<file path="config.mk">
export PLATFORM = sky130hd
export DESIGN_NAME = spi_master
export DESIGN_NICKNAME = d
export VERILOG_FILES = /design/src/rtl/spi_pkg.sv /design/src/rtl/spi_sck_gen.sv /design/src/rtl/spi_master.sv
export SDC_FILE = /design/constraint.sdc
export NUM_CORES = 1
export LEC_CHECK = 0
export BUFFER_PORTS_ARGS = -buffer_cell sky130_fd_sc_hd__buf_2
export CAP_MARGIN = 25
export CORE_ASPECT_RATIO = 2
export CORE_MARGIN = 2
export CORE_UTILIZATION = 60
export DETAILED_ROUTE_END_ITERATION = 10
export PLACE_DENSITY = 0.91
export SETUP_SLACK_MARGIN = 0.2
export SLEW_MARGIN = 25
export SYNTH_ARGS = -nofsm -noshare
export SYNTH_HDL_FRONTEND = slang
export SYNTH_HIERARCHICAL = 1
export SYNTH_SLANG_ARGS = --single-unit
</file>
<file path="constraint.sdc">
create_clock -name CLOCK_50 -period 3.95 [get_ports CLOCK_50]
set_input_delay 0.5925 -clock CLOCK_50 [delete_from_list [all_inputs] [get_ports CLOCK_50]]
set_output_delay 0.5925 -clock CLOCK_50 [all_outputs]
set_load 0.01 [all_outputs]
</file>
<file path="src/rtl/spi_pkg.sv">
// Shared types and constants for the SPI master and the spi_slave users on the same FPGA.
package spi_pkg;

    localparam int SPI_WORD_W = 32;

    typedef enum logic [2:0] {
        IDLE,
        LEAD,
        HIGH,
        LOW,
        TRAIL,
        GAP
    } spi_state_t;

endpackage

</file>
<file path="src/rtl/spi_sck_gen.sv">
// Half-period counter for the SPI master: owns the sck level and flags the
// cycle on which sck will rise or fall at the next CLOCK_50 edge.
module spi_sck_gen #(
    parameter int CLK_DIV = 4
) (
    input  logic CLOCK_50,
    input  logic reset,
    input  logic en,
    input  logic sck_en,
    output logic sck,
    output logic tc,
    output logic rise,
    output logic fall
);

    if (CLK_DIV < 2) begin : g_bad_clk_div
        $error("spi_sck_gen: CLK_DIV must be at least 2");
    end

    localparam int CW = (CLK_DIV > 2) ? $clog2(CLK_DIV) : 1;
    localparam logic [CW-1:0] CNT_TC = CW'(CLK_DIV - 1);

    logic [CW-1:0] cnt;

    assign tc   = en && (cnt == CNT_TC);
    assign rise = tc && sck_en && !sck;
    assign fall = tc && sck_en && sck;

    // Counter free-runs while enabled, so every phase lasts exactly CLK_DIV cycles.
    always_ff @(posedge CLOCK_50 or negedge reset) begin
        if (!reset) begin
            cnt <= '0;
            sck <= 1'b0;
        end else if (!en) begin
            cnt <= '0;
            sck <= 1'b0;
        end else begin
            cnt <= tc ? '0 : cnt + CW'(1);
            if (tc && sck_en) begin
                sck <= ~sck;
            end
        end
    end

endmodule

</file>
<file path="src/rtl/spi_master.sv">
// SPI mode-0 master, MSB first, full duplex, one DATA_W-bit word per frame.
//   state | meaning
//   IDLE  | waiting for start, cs_n high, sck low
//   LEAD  | cs_n low, mosi setup before the first sck rise
//   HIGH  | sck high; miso captured on the edge entering this state
//   LOW   | sck low between bits; mosi already moved to the next bit
//   TRAIL | sck low, cs_n still low after the last bit
//   GAP   | cs_n high, busy still high, minimum deselect time
module spi_master
    import spi_pkg::*;
#(
    parameter int DATA_W  = SPI_WORD_W,
    parameter int CLK_DIV = 4
) (
    input  logic              CLOCK_50,
    input  logic              reset,
    input  logic              start,
    input  logic [DATA_W-1:0] tx_data,
    output logic              busy,
    output logic              done,
    output logic [DATA_W-1:0] rx_data,
    output logic              sck,
    output logic              mosi,
    input  logic              miso,
    output logic              cs_n
);

    localparam int BW = $clog2(DATA_W);
    localparam logic [BW-1:0] LAST_BIT = BW'(DATA_W - 1);

    spi_state_t state, state_nxt;

    logic [DATA_W-1:0] tx_sr;
    logic [DATA_W-1:0] rx_sr;
    logic [BW-1:0]     bit_cnt;
    logic              busy_d;
    logic              en, sck_en, tc, rise, fall;
    logic              last_bit, accept;

    spi_sck_gen #(.CLK_DIV(CLK_DIV)) u_sck_gen (
        .CLOCK_50 (CLOCK_50),
        .reset    (reset),
        .en       (en),
        .sck_en   (sck_en),
        .sck      (sck),
        .tc       (tc),
        .rise     (rise),
        .fall     (fall)
    );

    assign last_bit = (bit_cnt == LAST_BIT);
    // busy_d blocks a start seen in the very cycle busy drops.
    assign accept   = (state == IDLE) && start && !busy_d;
    assign en       = (state != IDLE);

    always_ff @(posedge CLOCK_50 or negedge reset) begin
        if (!reset) begin
            state <= IDLE;
        end else begin
            state <= state_nxt;
        end
    end

    always_comb begin
        state_nxt = state;
        sck_en    = 1'b0;
        case (state)
            IDLE:  if (accept) state_nxt = LEAD;
            LEAD:  begin
                sck_en = 1'b1;
                if (rise) state_nxt = HIGH;
            end
            HIGH:  begin
                sck_en = 1'b1;
                if (fall) state_nxt = last_bit ? TRAIL : LOW;
            end
            LOW:   begin
                sck_en = 1'b1;
                if (rise) state_nxt = HIGH;
            end
            TRAIL: if (tc) state_nxt = GAP;
            GAP:   if (tc) state_nxt = IDLE;
            default: state_nxt = IDLE;
        endcase
    end

    always_ff @(posedge CLOCK_50 or negedge reset) begin
        if (!reset) begin
            tx_sr   <= '0;
            rx_sr   <= '0;
            bit_cnt <= '0;
            rx_data <= '0;
            cs_n    <= 1'b1;
            mosi    <= 1'b0;
            busy    <= 1'b0;
            busy_d  <= 1'b0;
            done    <= 1'b0;
        end else begin
            done   <= 1'b0;
            busy_d <= busy;
            case (state)
                IDLE: if (accept) begin
                    tx_sr   <= tx_data;
                    mosi    <= tx_data[DATA_W-1];
                    cs_n    <= 1'b0;
                    busy    <= 1'b1;
                    bit_cnt <= '0;
                    rx_sr   <= '0;
                end
                LEAD, LOW: if (rise) begin
                    rx_sr <= {rx_sr[DATA_W-2:0], miso};
                end
                HIGH: if (fall && !last_bit) begin
                    tx_sr   <= tx_sr << 1;
                    mosi    <= tx_sr[DATA_W-2];
                    bit_cnt <= bit_cnt + BW'(1);
                end
                TRAIL: if (tc) begin
                    cs_n    <= 1'b1;
                    mosi    <= 1'b0;
                    rx_data <= rx_sr;
                    done    <= 1'b1;
                end
                GAP: if (tc) begin
                    busy <= 1'b0;
                end
                default: ;
            endcase
        end
    end

endmodule

</file>
# Word level (Yosys, flattened, before mapping)
# Index checks and enable logic that the tools add are counted.
# W data, S select, Z words.
# word_totals
wordCells	87
ff_bits	111
inputBits	36
out_inout_bits	37
# classes
bitwise_logic	1
eq_ne	14
addsub	2
n_mux	32
reduce_logical	26
# ops
operator	count
$mux W32	2
$pmux W32 S2	1
$mux W31	2
$pmux W31 S2	1
$mux W3	6
$pmux W3 S5	1
$reduce_and A3 Y1	4
$mux W1	11
$mux W5	2
$pmux W5 S2	1
$ne A2 B2 Y1 const B	4
$reduce_bool A2 Y1	4
$logic_and A1 B1 Y1	7
$eq A3 B2 Y1 const B	2
$eq A3 B3 Y1 const B	2
$ne A2 B1 Y1 const B	3
$reduce_bool A3 Y1	2
$add A5 B1 Y5 const B	1
$eq A5 B5 Y1 const B	1
$reduce_and A5 Y1	1
$mux W2	2
$pmux W1 S2	2
$reduce_and A4 Y1	1
$eq A3 B1 Y1 const B	1
other kinds (9)	11

# Longest topological paths before layout
# Gate-level depths: netlist of run 1.
# depth
word_depth	8
ltp_mapped	10
depth_no_buf	7

# Cells and area by module
# The synthesis of run 1 kept the hierarchy.
# modules_own_cells
module	cells_per_inst	instances	seq_area_each_um2	area_each_um2
spi_master	355	1	2703.8	4453.0
spi_sck_gen	13	1	75.1	146.4

# Least setup slack after synthesis of run 1
# Ideal clock, no wire load.
# synth_timing
path_type	flip-flop to flip-flop
startpoint	register state[1]
endpoint	register mosi
period_less_slack_ps	2227
setup_slack_ps	1723
n_path_buf	2
arrival_ps	2102
setup_time_ps	125
stages_incl_launch_ff	10
cell_sequence	dfrtp_1 -> buf_2 -> buf_2 -> or3_1 -> and2_4 -> and3_1 -> nand2b_1 -> o21ai_0 -> o311ai_0 -> mux2_2
# synth_between
elab_cells_between_ends	20
classes_between	7 x eq/ne; 2 x mux; 11 x reduce/logical
# synth_rtl
element	line_no	source
start: declaration	spi_master.sv:31	spi_state_t state, state_nxt;
start signal: assignment	spi_master.sv:60	state <= state_nxt;
$reduce_bool A3 Y1	spi_master.sv:54	assign en = (state != IDLE);
via en	spi_master.sv:37	logic en, sck_en, tc, rise, fall;
$logic_and A1 B1 Y1	spi_sck_gen.sv:25	assign tc = en && (cnt == CNT_TC);
via tc	spi_master.sv:37	
$logic_and A1 B1 Y1 (2 in series)	spi_sck_gen.sv:27	assign fall = tc && sck_en && sck;
via fall	spi_master.sv:37	
$logic_and A1 B1 Y1	spi_master.sv:113	HIGH: if (fall && !last_bit) begin
$ne A2 B2 Y1 (no source line)	--	
$reduce_and A4 Y1 (no source line)	--	
end signal: assignment	spi_master.sv:104	mosi <= tx_data[DATA_W-1];
end signal: assignment	spi_master.sv:115	mosi <= tx_sr[DATA_W-2];
end: declaration	spi_master.sv:23	output logic mosi,
# The timed path passes the listed nets, and every way through them passes these cells.
# A chain may end at the register's enable or synchronous reset.

# Worst setup path in the final report of run 1
# layout_timing
startpoint	register state[1]
endpoint	register tx_sr[26]
# layout_between
elab_cells_between_ends	18
classes_between	5 x eq/ne; 2 x mux; 11 x reduce/logical
# layout_rtl
element	line_no	source
$reduce_bool A3 Y1	spi_master.sv:54	
via en	spi_master.sv:37	
$logic_and A1 B1 Y1	spi_sck_gen.sv:25	
via tc	spi_master.sv:37	
$logic_and A1 B1 Y1 (2 in series)	spi_sck_gen.sv:27	
via fall	spi_master.sv:37	
$logic_and A1 B1 Y1	spi_master.sv:113	
$ne A2 B2 Y1 (no source line)	--	
$reduce_and A3 Y1 (no source line)	--	
end signal: assignment	spi_master.sv:103	tx_sr <= tx_data;
end signal: assignment	spi_master.sv:114	tx_sr <= tx_sr << 1;
end: declaration	spi_master.sv:33	logic [DATA_W-1:0] tx_sr;
# The timed path passes the listed nets, and every way through them passes these cells.

==> summary.txt, run 1 <==
=================================================================================================
Slowest Stage Delay on Critical Path ...............................................       690 ps
Clock-pin slew on the worst setup and hold paths ...................................        70 ps
WP data required ...................................................................      4210 ps
Peak ir drop on the vdd network ....................................................    0.4028 mV
Class of the most critical setup path .............................................. flip-flop to flip-flop
Dpl ws .............................................................................      1252 ps
Final Critical Period ..............................................................      2719 ps
Top FF cell, synth .................................................................      dfrtp_1
Crit-path cells .................................................................... or3_1 > and2_4 > and3_1 > nand3b_1 > a21boi_4 > buf_12 > nor2_1 > a21oi_1
Fin worst setup slack ..............................................................      1231 ps
Detailed placement HPWL ............................................................      5246 um
Initial antenna violation count ....................................................            0
Synth Net Count ....................................................................          407
Number of distinct library cell variants in the gate-level netlist after synthesis .           36
Number of warnings issued by yosys .................................................            6
Portion of the post-synthesis area used by sequential elements .....................       0.6042
Final cycle utilization of the critical path .......................................       0.6883
Number of buffers and inverters on the critical path ...............................            1
Final number of hold-violating endpoints ...........................................            0
Total negative slack for setup checks ..............................................         0 ps
Number of global-route vias before repair ..........................................         2901
Max-cap check violation count ......................................................            0
Buffer cell driving the clock tree root ............................................    clkbuf_16
EDFF count, synth ..................................................................            0
Share of power burned in combinational logic .......................................        0.210
Wire length of the first global-routing pass .......................................     13540 um
Overall fraction of global-route tracks in use .....................................       0.2101
Remaining Overflow, GRT ............................................................            0
Cell count after synthesis .........................................................          368
Maximum number of buffers from clock root to sink ..................................            2
Final core utilization .............................................................       0.7073
ANT nets after route ...............................................................            0
Cell leakage power .................................................................     2.827 nW
Synthesized area ...................................................................   4599 sq um
DIE AREA ...........................................................................   8425 sq um
Worst reg2reg path startpoint ......................................................     state[1]
Nets@finish ........................................................................          470
Unrepaired setup endpoints after global routing ....................................           no
Routed wire per std cell ...........................................................     15.33 um
Class of the most critical hold timing path ........................................ input port to async pin
Io pins ............................................................................           73
Number of fillers in the final layout ..............................................          550
Cell count along the critical path .................................................            8
Share of layout cells above drive strength 1 .......................................       0.3096
Post-cts gate resize count .........................................................            0
Die H ..............................................................................     127.8 um
Number of port buffers .............................................................           72
Ys async rst share .................................................................        1.000
Number of buffers added by the clock tree synthesis step ...........................            9
Maximum achievable frequency .......................................................    367.8 MHz
Delay-heaviest family, CP .......................................................... simple AND/OR/NAND/NOR gates
Crit. Startpoint ...................................................................     state[1]
Post-CTS Hold Fix Bufs .............................................................            0
Placeable core region ..............................................................   7488 sq um
Count of pins over their slew limit ................................................            0
First-pass iteration count of the detailed router ..................................            4
Startpoint type of the worst setup path ............................................    flip-flop
Die W ..............................................................................     65.91 um
Commonest non-fill, non-tap cell in the layout .....................................      dfrtp_1
DR iter-0 viols ....................................................................          220
H-Tree Depth .......................................................................            3
Category of the worst setup path capture point .....................................    flip-flop
Critical path endpoint .............................................................    tx_sr[26]
Flop-to-flop setup slack ...........................................................      1230 ps
Part of the total power dissipated in the clock network ............................        0.296
Skew final .........................................................................     7.707 ps
Run status .........................................................................    completed
RD Place Congestion ................................................................       0.8520
Antenna Diode Count ................................................................            0
Power Internal .....................................................................     2.173 mW
Area added between synthesis and finish ............................................       15.15%
Worst-margin pin slew ..............................................................     863.5 ps
Count of standard-cell rows ........................................................           45
Biggest fanout along the worst timing path .........................................           35
Sum of internal, switching and leakage power .......................................     3.073 mW
Setup-violating endpoint count in the final report .................................            0
Net switching component of the power ...............................................    0.8999 mW
Register-to-Register Path Depth ....................................................            8
Setup bufs post-CTS ................................................................            0
Relative slew margins ..............................................................       0.4243
Commonest cells after routing, fill and taps aside ................................. dfrtp_1, buf_2, nor2_1
Clock tree from TritonCTS ..........................................................        built
Number of synthesized register bits ................................................          111
Starting density of the core .......................................................       0.6142
CP max stage cell ..................................................................      dfrtp_2
Vias after detailed routing ........................................................         3025
Avg Vias per Cell ..................................................................        5.708
Synthesized area per cell ..........................................................  12.50 sq um
Number of remaining DRC errors .....................................................            0
Arr. time, crit path ...............................................................      2980 ps
Number of clock sinks ..............................................................          111
Capturing point of the worst reg2reg path ..........................................    tx_sr[26]
Switching power share of the total .................................................       0.2929
Overall routed net length ..........................................................      8124 um
Skew-Pair Late Insertion Delay .....................................................       350 ps
Power per Cell Area ................................................................ 580.1 nW/um^2
Part of the power in registers .....................................................        0.495
Largest net degree at the start of global routing ..................................           73
=================================================================================================
worst min path at each step:
stage	from	endpoint	slack, ps
after global placement	busy	busy_d	400
after CTS	reset	tx_sr[2]	380
after floorplan	reset	bit_cnt[0]	300
after detailed placement	busy	busy_d	410
after global routing	reset	tx_sr[4]	430
final	reset	tx_sr[4]	350
sequential cells by signal (all words and copies together) (netlist names):
name           flops
tx_sr             31
busy_d             1
u_sck_gen/sck      1
done               1
u_sck_gen/cnt      2
busy               1
cs_n               1
rx_data           32
mosi               1
state              3
bit_cnt            5
rx_sr             32
logic make-up after synthesis:
family                     share of synthesized area
and+or+nand+nor                              0.06856
adders and majority gates                   0.008162
AOI/OAI and AO/OA                             0.1295
muxes                                         0.1507
DFF                                           0.6042
buffers and inverters                        0.03890
synthesized netlist by cell type, types with 2 or more instances:
cell	number	area [sq um]
nand2_1	9	33.78
a21oi_1	36	180.2
dfrtp_1	110	2753
ha_1	3	37.54
o22ai_1	4	25.02
buf_4	6	45.04
buf_6	4	45.04
inv_1	6	22.52
a22o_1	32	280.3
and3_1	3	18.77
mux2_2	34	382.9
nand3_1	5	25.02
nor2_1	38	142.6
mux2i_1	31	310.3
o21ai_0	12	60.06
nand2b_1	2	12.51
clkbuf_1	10	37.54
buf_2	5	25.02
cell type report:
class	instances	area, sq um	area share
Sequential cell	111	2780	0.5249
Clock buffer	10	239.0	0.04512
Inverter	6	22.52	0.004252
Clock inverter	6	66.31	0.01252
Multi-Input combinational cell	225	1643	0.3102
Timing Repair Buffer	78	427.9	0.08079
Tap cell	94	117.6	0.02221
power by group through the flow:
stage               Sequential, mW  Clock [mW]  Combinational (mW)
finish                        1.52       0.908               0.645
global route                  1.55       0.974               0.737
CTS                           1.52       0.928               0.646
detailed placement            1.54           0               0.635
global placement              1.52           0               0.598
floorplan                     1.48           0               0.525
metal layers:
| metal | track usage | routed length (um) |
|---|---|---|
| met5 | 0 | 0 |
| met4 | 0.07843 | 101 |
| met3 | 0.04741 | 418 |
| met2 | 0.3173 | 3931 |
| met1 | 0.2990 | 3673 |
stage by stage:
step,instance area (sq um),std cells,hold slack (ps)
global placement,4975,513,403.1
detailed placement,4976,513,409.7
global route,5296,530,433.8
CTS,5281,529,379.3
floorplan,4599,368,296.9
finish,5296,530,353.9
worst register-to-register path: cells and delay by family, from the launching register on:
kind                   cells  cell delay (ps)
AO/OA/AOI/OAI              2              830
flip-flops                 1              690
buffers and inverters      1              270
AND/OR/NAND/NOR            5              850
Power figures use the tool's default switching activity.
==> run 2: changes to the inputs <==
--- a/config.mk
+++ b/config.mk
@@ -9,9 +9,9 @@
 export CAP_MARGIN = 25
 export CORE_ASPECT_RATIO = 2
 export CORE_MARGIN = 2
-export CORE_UTILIZATION = 60
+export CORE_UTILIZATION = 51
 export DETAILED_ROUTE_END_ITERATION = 10
-export PLACE_DENSITY = 0.91
+export PLACE_DENSITY = 0.83
 export SETUP_SLACK_MARGIN = 0.2
 export SLEW_MARGIN = 25
 export SYNTH_ARGS = -nofsm -noshare
==> constraint.sdc (replaced) <==
create_clock -name CLOCK_50 -period 2.2 [get_ports CLOCK_50]
set_input_delay 0.33 -clock CLOCK_50 [delete_from_list [all_inputs] [get_ports CLOCK_50]]
set_output_delay 0.33 -clock CLOCK_50 [all_outputs]
set_load 0.01 [all_outputs]
==> summary.txt, run 2 (synthesis gave the netlist of run 1 again) <==
=======================================================================
Run status ...............................................    completed
Number of remaining DRC errors ...........................            0
Final cycle utilization of the critical path .............       0.9084
Crit. Startpoint .........................................   bit_cnt[0]
Number of global-route vias before repair ................         3307
Overall fraction of global-route tracks in use ...........       0.1983
Hold-critical path depth .................................            2
Largest net degree at the start of global routing ........           49
Initial antenna violation count ..........................            1
Wire length of the first global-routing pass .............     15550 um
Number of port buffers ...................................           72
Final number of hold-violating endpoints .................            0
Met2 capacity usage during global routing ................       0.3416
Relative slew margins ....................................       0.7065
Arr. time, crit path .....................................      2230 ps
Nets@finish ..............................................          493
Number of buffers added by the clock tree synthesis step .            9
ANT nets after route .....................................            0
Maximum number of buffers from clock root to sink ........            2
Commonest cells after routing, fill and taps aside ....... dfrtp_1, buf_2, mux2_2
Avg Vias per Cell ........................................        5.722
Worst reg2reg path startpoint ............................   bit_cnt[0]
Regs by FF count ......................................... rx_data x32, rx_sr x32, tx_sr x31
Flop-to-flop setup slack .................................       200 ps
Buffer cell driving the clock tree root ..................    clkbuf_16
Delay-heaviest family, CP ................................   flip-flops
Starting density of the core .............................       0.5174
Detailed placement HPWL ..................................      5827 um
CP max stage cell ........................................      dfrtp_1
Origin of the worst min-delay path .......................         miso
Area added between synthesis and finish ..................       25.03%
Worst-margin pin slew ....................................     440.3 ps
Max-cap check violation count ............................            0
Routed wire per std cell .................................     18.02 um
DIE AREA .................................................   9840 sq um
Power per Cell Area ...................................... 1055 nW/um^2
Count of pins over their slew limit ......................            0
DR iter-0 viols ..........................................          280
H-Tree Depth .............................................            3
WP data required .........................................      2430 ps
Class of the most critical setup path .................... flip-flop to flip-flop
Die H ....................................................     138.3 um
Maximum achievable frequency .............................    500.4 MHz
Cell leakage power .......................................     2.989 nW
Total negative slack for setup checks ....................         0 ps
Final core utilization ...................................       0.6469
Most heavily used metal layer in global routing ..........         met2
Die W ....................................................     71.15 um
Biggest fanout along the worst timing path ...............            7
Crit-path cells .......................................... ha_2 > and3_4 > ha_4 > nand3b_1 > a21boi_4 > buf_12 > mux2_4
Remaining Overflow, GRT ..................................            0
First-pass iteration count of the detailed router ........            4
Skew-Pair Late Insertion Delay ...........................       340 ps
Placeable core region ....................................   8890 sq um
Clock-pin slew on the worst setup and hold paths .........        70 ps
RD Place Congestion ......................................       0.8448
Io pins ..................................................           73
Final Critical Period ....................................      1998 ps
Setup-violating endpoint count in the final report .......            0
Share of layout cells above drive strength 1 .............       0.3922
Capturing point of the worst reg2reg path ................   bit_cnt[0]
Register-to-Register Path Depth ..........................            7
GR Layer Usage met3 ......................................      0.03717
Startpoint type of the worst setup path ..................    flip-flop
End of the worst hold path ...............................     rx_sr[0]
Slowest Stage Delay on Critical Path .....................       400 ps
Vias after detailed routing ..............................         3216
Count of standard-cell rows ..............................           49
Skew final ...............................................     9.818 ps
Number of buffers and inverters on the critical path .....            1
Overall routed net length ................................     10130 um
Post-route cell area .....................................   5751 sq um
Clock tree from TritonCTS ................................        built
Unrepaired setup endpoints after global routing ..........          yes
GR met1 Demand/Resource ..................................       0.2322
Commonest non-fill, non-tap cell in the layout ...........      dfrtp_1
Category of the worst setup path capture point ...........    flip-flop
Peak ir drop on the vdd network ..........................    0.5820 mV
Total cell area at the placement stage ...................   5057 sq um
Class of the most critical hold timing path .............. input port to flip-flop
Number of clock sinks ....................................          111
=======================================================================
==> run 2: cell types whose count changed in the layout (fill, tap and decap cells not counted), sizes merged <==
cell,delta
diode,+1
clkbuf,+4
dlygate4sd3,+1
clkinv,-2
clkinvlp,+2
buf,+18
==> run 2: worst max path at each step <==
| stage | slack, ps | end | cells past startpoint |
|---|---|---|---|
| global placement | 250 | bit_cnt[4] | 8 |
| finish | 200 | bit_cnt[0] | 7 |
| detailed placement | 110 | bit_cnt[1] | 8 |
| CTS | 210 | bit_cnt[0] | 7 |
| floorplan | 150 | mosi | 9 |
| global route | 140 | tx_sr[12] | 9 |
==> run 2: power by group <==
part	internal [mW]	switching (mW)
clock	0.921	0.733
sequential	2.44	0.280
combinational	0.849	0.842
==> run 2: final cells by class <==
| type | count | area, sq um |
|---|---|---|
| inverter | 6 | 22.52 |
| fill | 655 | 3139 |
| sequential | 111 | 2780 |
| timing repair buffer | 101 | 774.5 |
| tap | 102 | 127.6 |
| clock inverter | 6 | 67.56 |
| multi-input combinational | 225 | 1737 |
| antenna | 1 | 2.502 |
| clock buffer | 10 | 239.0 |
==> run 2: metal layers <==
metal	wire length [um]	vias up
met5	0	-
li1	-	1483
met1	3896	1644
met4	259	0
met2	5655	73
met3	314	16
==> run 2: metrics by stage <==
step	worst slack (ps)	hold WS (ps)	cells	power, mW
detailed placement	109.9	308.4	525	3.951
global route	143.1	219.6	562	6.407
finish	201.6	215.5	562	6.068
global placement	252.9	297.8	525	3.874
CTS	207.4	208.5	550	5.774
floorplan	147.1	34.41	368	3.627
==> run 2: what timing repair did <==
action                     in CTS  in global routing
cloned                          3                  4
resized for setup               8                 27
buffers inserted                5                  7
pin swaps                       1                  5
hold buffers                    1                  0
setup endpoints to repair      34                 67
hold endpoints to repair       31                  0
==> run 2: worst register-to-register path: cells and delay by family (launching register included) <==
kind,cells,cell delay (ps)
muxes,1,300
and+or+nand+nor,2,410
DFF,1,400
adders and majority gates,2,360
buffers and inverters,1,170
AOI/OAI and AO/OA,1,250
==> run 3: changes to the inputs <==
--- a/config.mk
+++ b/config.mk
@@ -5,13 +5,14 @@
 export SDC_FILE = /design/constraint.sdc
 export NUM_CORES = 1
 export LEC_CHECK = 0
+export ABC_AREA = 1
 export BUFFER_PORTS_ARGS = -buffer_cell sky130_fd_sc_hd__buf_2
 export CAP_MARGIN = 25
 export CORE_ASPECT_RATIO = 2
 export CORE_MARGIN = 2
-export CORE_UTILIZATION = 51
+export CORE_UTILIZATION = 45
 export DETAILED_ROUTE_END_ITERATION = 10
-export PLACE_DENSITY = 0.83
+export PLACE_DENSITY = 0.75
 export SETUP_SLACK_MARGIN = 0.2
 export SLEW_MARGIN = 25
 export SYNTH_ARGS = -nofsm -noshare
==> summary.txt, run 3 <==
=====================================================================================================
Share of the synthesized area in the top cell type .....................................       0.5432
Maximum number of buffers from clock root to sink ......................................            2
Initial antenna violation count ........................................................            0
Number of port buffers .................................................................           72
H-Tree Depth ...........................................................................            3
Cell leakage power .....................................................................     3.244 nW
Skew-Pair Late Insertion Delay .........................................................       350 ps
Synthesized area per cell ..............................................................  8.200 sq um
Wire length of the first global-routing pass ...........................................     17970 um
Post-synthesis share of cell area spent on xor and xnor gates ..........................     0.001728
Main combinational cell family by area after synthesis ................................. simple AND/OR/NAND/NOR gates
Avg Vias per Cell ......................................................................        4.852
Placed cells ...........................................................................          809
CP max stage cell ......................................................................      dfrtp_2
Filler-free cell count of the finished design ..........................................          826
DIE AREA ...............................................................................  12180 sq um
Class of the most critical setup path .................................................. flip-flop to flip-flop
Nets@finish ............................................................................          720
Setup bufs post-CTS ....................................................................            0
Cell count after synthesis .............................................................          618
Post-synthesis compound-gate area fraction .............................................      0.06617
Class of the most critical hold timing path ............................................ input port to flip-flop
EDFF count, synth ......................................................................            0
Area added between synthesis and finish ................................................       15.23%
Placeable core region ..................................................................  10950 sq um
RD Place Congestion ....................................................................       0.8669
Overall routed net length ..............................................................     10550 um
WP data required .......................................................................      2500 ps
Detailed placement HPWL ................................................................      7092 um
Number of warnings issued by yosys .....................................................            6
Dpl ws .................................................................................     199.7 ps
Largest net degree at the start of global routing ......................................          105
Number of distinct library cell variants in the gate-level netlist after synthesis .....           24
Remaining Overflow, GRT ................................................................            0
Number of clock sinks ..................................................................          111
Total negative slack for setup checks ..................................................         0 ps
Unrepaired setup endpoints after global routing ........................................           no
Biggest fanout along the worst timing path .............................................           33
Startpoint type of the worst setup path ................................................    flip-flop
Clock-pin slew on the worst setup and hold paths .......................................        80 ps
Count of standard-cell rows ............................................................           54
Final cycle utilization of the critical path ...........................................       0.8369
Skew final .............................................................................     12.28 ps
Relative slew margins ..................................................................       0.6326
Share of layout cells above drive strength 1 ...........................................       0.2216
Sum of internal, switching and leakage power ...........................................     6.485 mW
Worst reg2reg path startpoint ..........................................................     state[2]
Portion of the post-synthesis area used by sequential elements .........................       0.5484
Slowest Stage Delay on Critical Path ...................................................       480 ps
Number of fillers in the final layout ..................................................         1017
Maximum achievable frequency ...........................................................    543.1 MHz
Vias after detailed routing ............................................................         4008
Fin worst setup slack ..................................................................     358.8 ps
Commonest cells after routing, fill and taps aside ..................................... nand2_1, dfrtp_1, buf_2
Number of synthesized register bits ....................................................          111
Overall fraction of global-route tracks in use .........................................       0.1804
Synth Net Count ........................................................................          657
Routed wire per std cell ...............................................................     12.77 um
Setup-violating endpoint count in the final report .....................................            0
Ys async rst share .....................................................................        1.000
Top FF cell, synth .....................................................................      dfrtp_1
Max-cap check violation count ..........................................................            0
Commonest non-fill, non-tap cell in the layout .........................................      nand2_1
Origin of the worst min-delay path .....................................................   tx_data[0]
Peak ir drop on the vdd network ........................................................    0.5861 mV
Number of buffers and inverters on the critical path ...................................            4
Regs by FF count ....................................................................... rx_data x32, rx_sr x32, tx_sr x31
Post-Synth Simple-Gate Area ............................................................       0.3212
Final number of hold-violating endpoints ...............................................            0
Buffer cell driving the clock tree root ................................................    clkbuf_16
Crit-path cells ........................................................................ clkinv_2 > nand2_2 > nand2_2 > inv_2 > nand3_2 > inv_1 > buf_4 > nand2_1 > nand2_1
Number of global-route vias before repair ..............................................         3996
Number of remaining DRC errors .........................................................            0
First-pass iteration count of the detailed router ......................................            6
Synthesized area .......................................................................   5067 sq um
End of the worst hold path .............................................................     tx_sr[0]
Antenna Diode Count ....................................................................            0
Most instantiated cells after synthesis ................................................ nand2_1, dfrtp_1, o21ai_2, inv_1, nor2_1
Worst-margin pin slew ..................................................................     551.1 ps
Arr. time, crit path ...................................................................      2140 ps
Power per Cell Area .................................................................... 1111 nW/um^2
ANT nets after route ...................................................................            0
Post-synthesis share of cell area spent on full adders, half adders and majority gates .     0.007407
Clock tree from TritonCTS ..............................................................        built
Io pins ................................................................................           73
DR iter-0 viols ........................................................................          178
Category of the worst setup path capture point .........................................    flip-flop
Post-route cell area ...................................................................   5839 sq um
Number of buffers added by the clock tree synthesis step ...............................            9
Starting density of the core ...........................................................       0.4630
Yosys top cell by area .................................................................      dfrtp_1
Total cell area at the placement stage .................................................   5508 sq um
Register-to-Register Path Depth ........................................................            9
Capturing point of the worst reg2reg path ..............................................   rx_data[3]
Hold-critical path depth ...............................................................            3
Die W ..................................................................................     79.04 um
Ranking of synthesized cells by area ................................................... dfrtp_1, nand2_1, o21ai_2, buf_4, buf_6
Flop-to-flop setup slack ...............................................................       360 ps
Delay-heaviest family, CP .............................................................. simple AND/OR/NAND/NOR gates
Run status .............................................................................    completed
Leading cell type by number of instances after synthesis ...............................      nand2_1
Die H ..................................................................................     154.1 um
Share of cell area taken by muxes after synthesis ......................................            0
Count of pins over their slew limit ....................................................            0
Final Critical Period ..................................................................      1841 ps
=====================================================================================================
[run 3: cell count changes in the layout (fill, tap and decap cells not counted), moves of 5 or more]
cell     change
o21ai_2     +32
a21oi_1     -27
a21oi_2      -7
a22o_1      -32
nand2_1    +367
nand3_2      +5
inv_1        +8
nor2_1      -19
mux2i_1     -31
buf_4        -9
mux2_2      -33
nor2_2       -9
[run 3: report_power, final]
| part | internal (mW) | switching (mW) |
|---|---|---|
| combinational | 0.666 | 1.40 |
| sequential | 2.47 | 0.267 |
| clock | 0.906 | 0.777 |
| total | 4.04 | 2.44 |
[run 3: cells by family after synthesis]
group	count (synthesis)
DFF	111
and+or+nand+nor	410
AOI/OAI and AO/OA	43
buffers and inverters	50
xor gates and xnor gates	1
adders and majority gates	3
[run 3: timing repair]
action                     4_1_cts  5_1_grt
hold buffers                     1        0
hold endpoints to repair         7        0
setup endpoints to repair       21      102
resized for setup                1        3
[run 3: routing by layer]
metal / GRT usage / vias up / wire length, um
li1: - / 2011 / -
met1: 0.2109 / 1887 / 4497
met2: 0.3204 / 89 / 5441
met3: 0.03580 / 21 / 374
met4: 0.06732 / 0 / 238
met5: 0 / - / 0
[run 3: worst register-to-register path: stages (launching register included)]
cell	delay (ps)
dfrtp_2	480
clkinv_2	140
nand2_2	160
nand2_2	70
inv_2	80
nand3_2	200
inv_1	100
buf_4	330
nand2_1	150
nand2_1	80
[run 3: area by class of cell]
class,instances,area [sq um],area share
well taps,140,175.2,0.03000
repair buffers,82,481.7,0.08249
clock buffers,10,229.0,0.03921
flip-flops and latches,111,2780,0.4761
inverters,20,78.83,0.01350
multi-input cells,457,2012,0.3445
clock inverters,6,82.58,0.01414
[run 3: worst max path at each step]
stage | depth (start not counted) | from | slack, ps | to
floorplan | 13 | state[2] | 610 | rx_sr[23]
global placement | 10 | state[2] | 320 | tx_sr[9]
detailed placement | 10 | state[2] | 200 | tx_sr[24]
CTS | 10 | state[2] | 220 | bit_cnt[4]
global route | 11 | bit_cnt[0] | 200 | tx_sr[0]
finish | 9 | state[2] | 360 | rx_data[3]
[run 3: metrics by stage]
| step | util | hold WS [ps] |
|---|---|---|
| floorplan | - | 34.41 |
| global placement | 0.5032 | 153.9 |
| detailed placement | 0.5032 | 159.9 |
| CTS | 0.5328 | 218.5 |
| global route | 0.5335 | 241.7 |
| finish | 0.5335 | 223.7 |
